==> src/rtl/seg_display_arbiter_if.sv <==
// Request/value inputs and display outputs shared between the debug sources and the display arbiter.
interface seg_display_arbiter_if;
  logic [2:0]  req;
  logic [11:0] value0;
  logic [11:0] value1;
  logic [11:0] value2;
  logic        freeze;
  logic [2:0]  grant;
  logic [2:0]  ack;
  logic [3:0]  digit_l;
  logic [3:0]  digit_m;
  logic [3:0]  digit_r;

  // Requester side: drives requests and values, observes grant and digits.
  modport master (
    output req, value0, value1, value2, freeze,
    input  grant, ack, digit_l, digit_m, digit_r
  );

  // Arbiter side.
  modport slave (
    input  req, value0, value1, value2, freeze,
    output grant, ack, digit_l, digit_m, digit_r
  );
endinterface

==> src/rtl/seg_display_arbiter.sv <==
// Round-robin owner of the 3-digit seven-segment display with programmable dwell and grant ack.
module seg_display_arbiter #(
  parameter int unsigned DWELL      = 2**22,
  parameter logic [11:0] IDLE_VALUE = 12'h000
) (
  input  logic                 clk,
  input  logic                 reset_n,
  seg_display_arbiter_if.slave bus
);

  localparam int unsigned CNT_W = $clog2(DWELL);

  typedef enum logic {IDLE, HOLD} state_e;

  state_e           state_q, state_d;
  logic [1:0]       last_q, last_d;
  logic [CNT_W-1:0] cnt_q, cnt_d;
  logic [2:0]       grant_q, grant_d;
  logic [2:0]       ack_q, ack_d;
  logic [11:0]      digits_q, digits_d;

  logic             win_found;
  logic [1:0]       win_idx;
  logic             expire;

  // Index following i in the cyclic order 0 -> 1 -> 2 -> 0.
  function automatic logic [1:0] rr_next(input logic [1:0] i);
    return (i == 2'd2) ? 2'd0 : i + 2'd1;
  endfunction

  // Value of requester idx.
  function automatic logic [11:0] value_of(input logic [1:0] idx);
    case (idx)
      2'd0:    return bus.value0;
      2'd1:    return bus.value1;
      default: return bus.value2;
    endcase
  endfunction

  // Round-robin search starting after last_q and ending on last_q itself.
  always_comb begin
    logic [1:0] cand;
    win_found = 1'b0;
    win_idx   = last_q;
    cand      = last_q;
    for (int i = 0; i < 3; i++) begin
      cand = rr_next(cand);
      if (!win_found && bus.req[cand]) begin
        win_found = 1'b1;
        win_idx   = cand;
      end
    end
  end

  // Next-state and registered-output logic; freeze holds everything except the ack pulse.
  always_comb begin
    state_d  = state_q;
    last_d   = last_q;
    cnt_d    = cnt_q;
    grant_d  = grant_q;
    ack_d    = 3'b000;
    digits_d = digits_q;
    expire   = (cnt_q == '0) || !bus.req[last_q];

    if (!bus.freeze) begin
      case (state_q)
        IDLE: begin
          if (win_found) begin
            state_d  = HOLD;
            last_d   = win_idx;
            cnt_d    = CNT_W'(DWELL - 1);
            grant_d  = 3'b001 << win_idx;
            ack_d    = 3'b001 << win_idx;
            digits_d = value_of(win_idx);
          end
        end
        HOLD: begin
          if (bus.req[last_q]) begin
            digits_d = value_of(last_q);
          end
          if (!expire) begin
            cnt_d = cnt_q - CNT_W'(1);
          end else if (!win_found) begin
            state_d  = IDLE;
            grant_d  = 3'b000;
            digits_d = IDLE_VALUE;
          end else if (win_idx != last_q) begin
            last_d   = win_idx;
            cnt_d    = CNT_W'(DWELL - 1);
            grant_d  = 3'b001 << win_idx;
            ack_d    = 3'b001 << win_idx;
            digits_d = value_of(win_idx);
          end else begin
            cnt_d = CNT_W'(DWELL - 1);
          end
        end
        default: state_d = IDLE;
      endcase
    end
  end

  // State and output registers.
  always_ff @(posedge clk or negedge reset_n) begin
    if (!reset_n) begin
      state_q  <= IDLE;
      last_q   <= 2'd2;
      cnt_q    <= '0;
      grant_q  <= 3'b000;
      ack_q    <= 3'b000;
      digits_q <= IDLE_VALUE;
    end else begin
      state_q  <= state_d;
      last_q   <= last_d;
      cnt_q    <= cnt_d;
      grant_q  <= grant_d;
      ack_q    <= ack_d;
      digits_q <= digits_d;
    end
  end

  assign bus.grant   = grant_q;
  assign bus.ack     = ack_q;
  assign bus.digit_l = digits_q[11:8];
  assign bus.digit_m = digits_q[7:4];
  assign bus.digit_r = digits_q[3:0];

endmodule

==> src/flat_wrapper.sv <==
// flat-port wrapper written by rule: the top's interface ports become plain ports
module seg_display_arbiter_flat 
#(
  parameter int unsigned DWELL      = 2**22,
  parameter logic [11:0] IDLE_VALUE = 12'h000
)
  (clk, reset_n, bus_req, bus_value0, bus_value1, bus_value2, bus_freeze, bus_grant, bus_ack, bus_digit_l, bus_digit_m, bus_digit_r);
  seg_display_arbiter_if bus_i ();
  input  logic clk;
  input  logic reset_n;
  input wire logic [$bits(bus_i.req)-1:0] bus_req;
  input wire logic [$bits(bus_i.value0)-1:0] bus_value0;
  input wire logic [$bits(bus_i.value1)-1:0] bus_value1;
  input wire logic [$bits(bus_i.value2)-1:0] bus_value2;
  input wire logic [$bits(bus_i.freeze)-1:0] bus_freeze;
  output wire logic [$bits(bus_i.grant)-1:0] bus_grant;
  output wire logic [$bits(bus_i.ack)-1:0] bus_ack;
  output wire logic [$bits(bus_i.digit_l)-1:0] bus_digit_l;
  output wire logic [$bits(bus_i.digit_m)-1:0] bus_digit_m;
  output wire logic [$bits(bus_i.digit_r)-1:0] bus_digit_r;
  assign bus_i.req = bus_req;
  assign bus_i.value0 = bus_value0;
  assign bus_i.value1 = bus_value1;
  assign bus_i.value2 = bus_value2;
  assign bus_i.freeze = bus_freeze;
  assign bus_grant = bus_i.grant;
  assign bus_ack = bus_i.ack;
  assign bus_digit_l = bus_i.digit_l;
  assign bus_digit_m = bus_i.digit_m;
  assign bus_digit_r = bus_i.digit_r;
  seg_display_arbiter #(.DWELL(DWELL), .IDLE_VALUE(IDLE_VALUE)) u_core (.clk(clk), .reset_n(reset_n), .bus(bus_i));
endmodule
==> config.mk <==
export PLATFORM = sky130hd
export DESIGN_NAME = seg_display_arbiter_flat
export DESIGN_NICKNAME = d
export VERILOG_FILES = /design/src/rtl/seg_display_arbiter_if.sv /design/src/rtl/seg_display_arbiter.sv /design/src/flat_wrapper.sv
export SDC_FILE = /design/constraint.sdc
export NUM_CORES = 1
export LEC_CHECK = 0
export CAP_MARGIN = 30
export CORE_MARGIN = 2
export CORE_UTILIZATION = 30
export DETAILED_ROUTE_END_ITERATION = 7
export RECOVER_POWER = 100
export SYNTH_ARGS = -nofsm -noshare
export SYNTH_HDL_FRONTEND = slang
export SYNTH_SLANG_ARGS = --single-unit
==> constraint.sdc <==
create_clock -name clk -period 4.13 [get_ports clk]
set_input_delay 0.6195 -clock clk [delete_from_list [all_inputs] [get_ports clk]]
set_output_delay 0.6195 -clock clk [all_outputs]
set_load 0.03 [all_outputs]
# Word level (Yosys, flattened, before mapping)
# Cells that the tools add are included.
[word_totals] wordCells=87 regBits=43 output_inout_bits=18
[op_classes] mux=47 n_reduce_logical=12 magnitude_cmp=4 shifts=1 n_eq_ne=11 n_addsub=4 bitwise_logic=2
[op_table] operator="$pmux 12 s2" count=3
[op_table] operator="$mux 12" count=5
[op_table] operator="$mux 22" count=2
[op_table] operator="$pmux 22 s2" count=1
[op_table] operator="$mux 3" count=9
[op_table] operator="$logic_not 22->1" count=1
[op_table] operator="$sub 22x1->22 const B" count=1
[op_table] operator="$mux 2" count=10
[op_table] operator="$lt 2x3->1 const B" count=4
[op_table] operator="$pmux 3 s2" count=2
[op_table] operator="$mux 1" count=9
[op_table] operator="$bmux 1 s2" count=4
[op_table] operator="$add 2x1->2 const B" count=3
[op_table] operator="$eq 2x2->1 const B" count=3
[op_table] operator="$ne 2x2->1 const B" count=3
[op_table] operator="$reduce_and 5->1" count=1
[op_table] operator="$eq 2x1->1 const B" count=2
[op_table] operator="$logic_not 2->1" count=2
[op_table] operator="$pmux 2 s2" count=1
[op_table] operator="$reduce_and 4->1" count=1
[op_table] operator="$logic_not 1->1" count=3
[op_table] operator="$ne 3x3->1 const B" count=1
[op_table] operator="$shl 1x2->3 const A" count=1
[op_table] operator="$logic_and 1x1->1" count=2
[op_table] operator="other kinds (6)" count=7

# Logic depth before layout (Yosys ltp)
# Gate-level depths: netlist of run 1.
[depth] ltp_word=17 ltp_mapped=9 depth_no_buf=8

# Least setup slack after synthesis of run 1
# OpenSTA, ideal clock, no wires.
[synth_timing] path_type="in2reg" startpoint="in bus_req[0]" endpoint="reg u_core.cnt_q[7]" cell_stages=8 path_slack_ns=1.876 t_required_ns=4.001 arrival_time_ns=2.125 cell_sequence="buf_2 > mux2i_1 > a2bb2oi_2 > a311o_2 > buf_6 > or3_1 > a21oi_1 > a31oi_1"
[synth_between] elab_chain_cells=12
[synth_lines] item="start: declaration" line="flat_wrapper.sv:11" rtl="input wire logic [$bits(bus_i.req)-1:0] bus_req;"
[synth_lines] item="$bmux 1 s2" line="seg_display_arbiter.sv:48" rtl="if (!win_found && bus.req[cand]) begin"
[synth_lines] item="$mux 1 (implied by the code)" line="seg_display_arbiter.sv:48"
[synth_lines] item="$mux 1" line="seg_display_arbiter.sv:48"
[synth_lines] item="$logic_not 1->1" line="seg_display_arbiter.sv:48"
[synth_lines] item="$logic_and 1x1->1" line="seg_display_arbiter.sv:48"
[synth_lines] item="$mux 1" line="seg_display_arbiter.sv:48"
[synth_lines] item="$logic_not 1->1" line="seg_display_arbiter.sv:48"
[synth_lines] item="$logic_and 1x1->1" line="seg_display_arbiter.sv:48"
[synth_lines] item="$mux 1" line="seg_display_arbiter.sv:48"
[synth_lines] item="$mux 22"
[synth_lines] item="$mux 22" line="seg_display_arbiter.sv:81" rtl="if (!expire) begin"
[synth_lines] item="$pmux 22 s2 *" line="seg_display_arbiter.sv:66" rtl="case (state_q)"
[synth_lines] item="end signal: assignment" line="seg_display_arbiter.sv:114" rtl="cnt_q <= cnt_d;"
[synth_lines] item="end: declaration" line="seg_display_arbiter.sv:17" rtl="logic [CNT_W-1:0] cnt_q, cnt_d;"
# Every way passes the cells marked *; elsewhere a longest branch is shown, timed or not. The select of a mux whose other input is x is not followed.
# A chain may end at the register's enable or synchronous reset.

# Worst setup path in the final report of run 1
[layout_timing] startpoint="reg u_core.last_q[1]" endpoint="reg u_core.last_q[0]"
[layout_between] elab_chain_cells=15
[layout_lines] item="start: declaration" line="seg_display_arbiter.sv:16" rtl="logic [1:0] last_q, last_d;"
[layout_lines] item="start signal: assignment" line="seg_display_arbiter.sv:113" rtl="last_q <= last_d;"
[layout_lines] item="parallel branches: the longest is 15 deep, another holds $add 2x1->2"
# Parallel ways; which one is timed is not known. The select of a mux whose other input is x is not followed.

==> flow_summary.ini, run 1 <==
[worst_setup_path]
cp-end-kind = flip-flop
required_ps = 4370
path_max_fanout = 28
cpPeakStageDelay_ps = 870
arrival_ps = 3530
path_cells = mux2i_1 -> a2bb2oi_1 -> a311o_1 -> nand2_4 -> nor3b_1 -> a21o_1
cp-start-kind = flip-flop
cpMaxStageDelayCell = dfstp_2
crit_type = flip-flop to flip-flop

[route]
avgViaCountPerCell = 5.49
wl_um = 7460
vias = 2544
ant_nets = 0
drtPass1Iterations = 4
drc = 0
wl_per_cell_um = 16.1
drt_iter0_drc = 97

[pwr]
p_comb_share_pct = 50.4
p_sw_share_pct = 43.9
p_int_mw = 1.09
p_seq_share_pct = 34.6
power.switching_mw = 0.854
power.density_nw_per_um2 = 548
p_clk_share_pct = 15.0
total_power_mw = 1.95
p_leak_nw = 1.41
peakVddDrop_uv = 246

[global_route]
antenna_found_initial = 0
grt_pass1_vias = 2529
overflow = 0
grt_usage_pct = 15.2
grt_first_pass_wirelength_um = 12300
grt_max_degree = 37

[layout]
diodes = 0
drive_gt1_share_pct = 9.09
multiInputGateArea_um2 = 1600
mostFrequentLayoutCell = dfrtp_1
regArea_um2 = 1080
final_cells = 463
layout_common_cells = dfrtp_1, nor2_1, clkdlybuf4s50_1
nNetsFinal = 394
final_util_pct = 38.8
area_growth_syn_to_layout_pct = 26.4
final_area_um2 = 3550
fillers = 918

[synth]
synth-edff-count = 0
synth-compound-area-share_pct = 25.7
ys_seq_area_share_pct = 38.3
synthMuxAreaShare_pct = 11.1
synth_adder_area_share_pct = 0.445
synth-seq-cells = 43
synth.top_cell.area_share_pct = 37.4
yosysWarnings = 0
avgSynthCellArea_um2 = 9.50
synthXorXnorAreaFrac_pct = 0.934
netlist_area_um2 = 2810
synth_top_cells_by_area = dfrtp_1, mux2i_1, nor2_1
synthCells = 296
synth.distinct_cells = 53
async_reset_ff_share_pct = 100
yosysTopAreaCell = dfrtp_1
synth_simple_gate_area_share_pct = 19.7
synth_nets = 339
synth_ff_type = dfrtp_1
synth_top_family_by_area = compound AO/OA/AOI/OAI gates

[sta]
hold_viol = 0
setup_tns_ps = 0
min_period_over_period_pct = 79.8
setup_violations = 0
max_freq_mhz = 304
grt_setup_unrepaired = false
period_needed_ps = 3290
worst_slew_pin_slew_ps = 1980
relSlewSlack_pct = -31.7
slew_violations = 37
finalClockSkew_ps = 5.31
fin_ws_ps = 836
hold_ws_ps = 214

[placement]
portBuffers = 59
hpwl_um = 5360
gp_congestion = 0.793
pre_cts_slack_ps = 1130
dpl_cell_area_um2 = 3510
place_inst = 455

[clock_tree]
clockBufferDepth = 2
hold_buffers = 0
clkLatencyLatePin_ps = 300
cts_tree = built
cts_resized = 0
postCtsSetupBuffers = 0
clockRootBuffer = clkbuf_8
clock_sinks = 43
clkTransAtPathRegs_ps = 90
h-tree-depth = 2
numCtsBuffers = 5

[flow_run]
max_cap_violations = 1

[floorplan]
die_x_um = 101
coreArea_um2 = 9150
rows = 35
die-area_um2 = 10200
start_util_pct = 30.7
fp.dieH_um = 101
io_pins = 60

[run_status]
status = complete, but fails checks
violations = capacitance limit, slew limit

[hold_path]
worstHoldPathType = primary input to asynchronous set/reset pin
-- flip-flops by register name (all words and copies together) (netlist names) --
name and flops:
u_core.bus.ack 3, u_core.bus.grant 3, u_core.cnt_q 22, u_core.digits_q 12, u_core.last_q 2, u_core.state_q 1
-- area by class of cell --
type / instances / area share [%]
flip-flops and latches: 43 / 30.3
multi-input cells: 231 / 45.0
well taps: 111 / 3.91
repair buffers: 64 / 17.4
clock inverters: 2 / 0.458
clock buffers: 6 / 2.32
inverters: 6 / 0.634
-- power by group through the flow --
stage	sequential (mW)	combinational (mW)	clock [mW]
6_report	0.675	0.982	0.292
4_1_cts	0.681	1.04	0.304
2_1_floorplan	0.739	0.640	0
3_5_place_dp	0.684	1.03	0
5_1_grt	0.696	1.07	0.321
3_3_place_gp	0.690	1.01	0
-- metal layers --
metal | wire length (µm) | share of wire (%) | global-route usage, % | up-vias
met2 | 3580 | 48 | 25.6 | 79
li1 | - | - | - | 1222
met3 | 502 | 6.7 | 4.44 | 7
met4 | 69 | 0.92 | 3.90 | 0
met5 | 0 | 0 | 0 | -
met1 | 3310 | 44 | 19.1 | 1236
-- critical path, delay by kind of cell (launching register included) --
kind | cells | cell delay (ps)
AO/OA/AOI/OAI | 3 | 1330
flip-flops | 1 | 870
AND/OR/NAND/NOR | 2 | 700
multiplexers | 1 | 330
-- kinds of logic (layout without fill, tap and decap cells) --
family | after synthesis | after routing
compound gates | 91 | 91
xor+xnor | 3 | 3
fa+ha+maj | 1 | 1
buf+inv | 22 | 78
flops | 43 | 43
mux | 31 | 31
simple gates | 105 | 105
-- path summary, 6_finish.rpt --
path,from,endpoint,slack [ps],cells after the start
max,u_core.last_q[1]$_DFFE_PN1P_,u_core.last_q[0]$_DFFE_PN0P_,840,6
min,reset_n,u_core.cnt_q[3]$_DFFE_PN0N_,210,1
max reg2reg,u_core.last_q[1]$_DFFE_PN1P_,u_core.last_q[0]$_DFFE_PN0P_,840,6
min reg2reg,u_core.cnt_q[14]$_DFFE_PN0N_,u_core.cnt_q[14]$_DFFE_PN0N_,480,1
max in group asynchronous,reset_n,u_core.digits_q[7]$_DFFE_PN0P_,1730,2
min in group clk,u_core.cnt_q[14]$_DFFE_PN0N_,u_core.cnt_q[14]$_DFFE_PN0N_,480,1
-- Yosys cell counts (all sizes together), types with 2 or more instances --
master   number
buf           9
nor3         11
nand2        25
o31a          4
o21a          2
a21oi        11
nor4          4
a2bb2oi       2
or4           2
nor2         39
nor3b         3
inv           6
dfrtp        42
mux2i        29
a22oi         2
xnor2         3
clkbuf        7
a31oi        11
or3           8
and2          2
o2bb2ai       2
mux2          2
a21o          7
o211ai        2
nand2b        5
a211oi       11
o21ai        20
and3          2
a221o        12
(Power assumes the default switching activity.)
==> inputs of run 2 (changes only) <==
==> constraint.sdc (replaced) <==
create_clock -name clk -period 3 [get_ports clk]
set_input_delay 0.45 -clock clk [delete_from_list [all_inputs] [get_ports clk]]
set_output_delay 0.45 -clock clk [all_outputs]
set_load 0.03 [all_outputs]
==> flow_summary.ini, run 2 (synthesis gave the netlist of run 1 again) <==
[run_status]
status = finished clean

[layout]
fillers = 919
diodes = 0
final_area_um2 = 3640
multiInputGateArea_um2 = 1620
area_growth_syn_to_layout_pct = 29.5
final_cells = 470
regMostFlops = u_core.cnt_q
largest_register_ffs = 22
layout_common_cells = dfrtp_1, nor2_1, clkdlybuf4s50_1
regArea_um2 = 1080
mostFrequentLayoutCell = dfrtp_1
final_util_pct = 39.8
drive_gt1_share_pct = 11.7
nNetsFinal = 401
reg.largest.list = u_core.cnt_q x22, u_core.digits_q x12

[pwr]
p_leak_nw = 1.46
peakVddDrop_uv = 315
total_power_mw = 2.77
power.density_nw_per_um2 = 762

[sta]
slew_violations = 0
relSlewSlack_pct = 13.5
fin_ws_ps = 406
worst_slew_pin_slew_ps = 1300
hold_viol = 0
max_freq_mhz = 386
period_needed_ps = 2590
min_period_over_period_pct = 86.5
setup_violations = 0
finalClockSkew_ps = 8.57
setup_tns_ps = 0
grt_setup_unrepaired = false
hold_ws_ps = 410

[floorplan]
die-area_um2 = 10200
die_x_um = 101
start_util_pct = 30.7
rows = 35
fp.dieH_um = 101
io_pins = 60
coreArea_um2 = 9150

[hold_path]
worstHoldPathType = primary input to asynchronous set/reset pin

[worst_setup_path]
path_max_fanout = 14
arrival_ps = 2840
cp_top_family = compound AO/OA/AOI/OAI gates
cpMaxStageDelayCell = dlygate4sd3_1
critPathBufInv = 1
cpPeakStageDelay_ps = 640
required_ps = 3250
path_cells = dlygate4sd3_1 -> mux2i_1 -> a2bb2oi_2 -> a311o_2 -> nand2_2 -> nor3b_2 -> a21o_1
cp-end-kind = flip-flop
cp-start-kind = primary input
crit_type = primary input to flip-flop

[route]
drt_iter0_drc = 100
wl_um = 7210
ant_nets = 0
avgViaCountPerCell = 5.24
vias = 2461
wl_per_cell_um = 15.3
drtPass1Iterations = 4
drc = 0

[global_route]
grt_first_pass_wirelength_um = 12200
grt_pass1_vias = 2466
overflow = 0
grt_usage_pct = 15.2
grt_max_degree = 23
antenna_found_initial = 0

[clock_tree]
postCtsSetupBuffers = 0
numCtsBuffers = 5
h-tree-depth = 2
cts_resized = 0
clockBufferDepth = 2
clockRootBuffer = clkbuf_8
clkLatencyLatePin_ps = 300
hold_buffers = 0
clkTransAtPathRegs_ps = 90
clock_sinks = 43
cts_tree = built

[placement]
portBuffers = 59
hpwl_um = 5440
pre_cts_slack_ps = 237
place_inst = 462
dpl_cell_area_um2 = 3570
gp_congestion = 0.820

[flow_run]
max_cap_violations = 0
==> run 2: layout make-up <==
class / instances / share of cell area (%)
Sequential cell: 43 / 29.6
Inverter: 6 / 0.618
Clock buffer: 6 / 2.27
Tap cell: 111 / 3.81
Multi-Input combinational cell: 231 / 44.3
Clock inverter: 2 / 0.962
Timing Repair Buffer: 71 / 18.4
==> run 2: per-layer routing <==
metal	track usage, %	wire length (µm)	vias to the layer above
met3	4.51	442	6
met4	3.06	55	0
li1	-	-	1230
met1	20.6	3470	1167
met5	0	0	-
met2	24.1	3240	58
==> run 2: path summary, 6_finish.rpt <==
path | from | endpoint | slack [ps] | depth (start not counted)
setup / recovery | bus_req[0] | u_core.bus.grant[2]$_DFFE_PN0P_ | 410 | 7
hold / removal | reset_n | u_core.cnt_q[11]$_DFFE_PN0N_ | 410 | 1
setup reg to reg | u_core.cnt_q[16]$_DFFE_PN0N_ | u_core.digits_q[5]$_DFFE_PN0P_ | 480 | 6
hold reg to reg | u_core.bus.grant[0]$_DFFE_PN0P_ | u_core.bus.grant[0]$_DFFE_PN0P_ | 480 | 1
max in group asynchronous | reset_n | u_core.digits_q[10]$_DFFE_PN0P_ | 910 | 2
min in group clk | u_core.bus.grant[0]$_DFFE_PN0P_ | u_core.bus.grant[0]$_DFFE_PN0P_ | 480 | 1
==> run 2: worst register-to-register path, delay by kind of cell, from the launching register on <==
kind	cells	cell delay, ps
AO/OA/AOI/OAI	3	770
flip-flops	1	440
AND/OR/NAND/NOR	3	1220
==> run 2: power breakdown <==
group | switching [mW] | internal (mW) | total, mW | leakage [nW]
logic | 0.821 | 0.617 | 1.44 | 0.938
registers | 0.131 | 0.727 | 0.858 | 0.460
clock network | 0.208 | 0.270 | 0.477 | 0.0612
total | 1.16 | 1.61 | 2.77 | 1.46
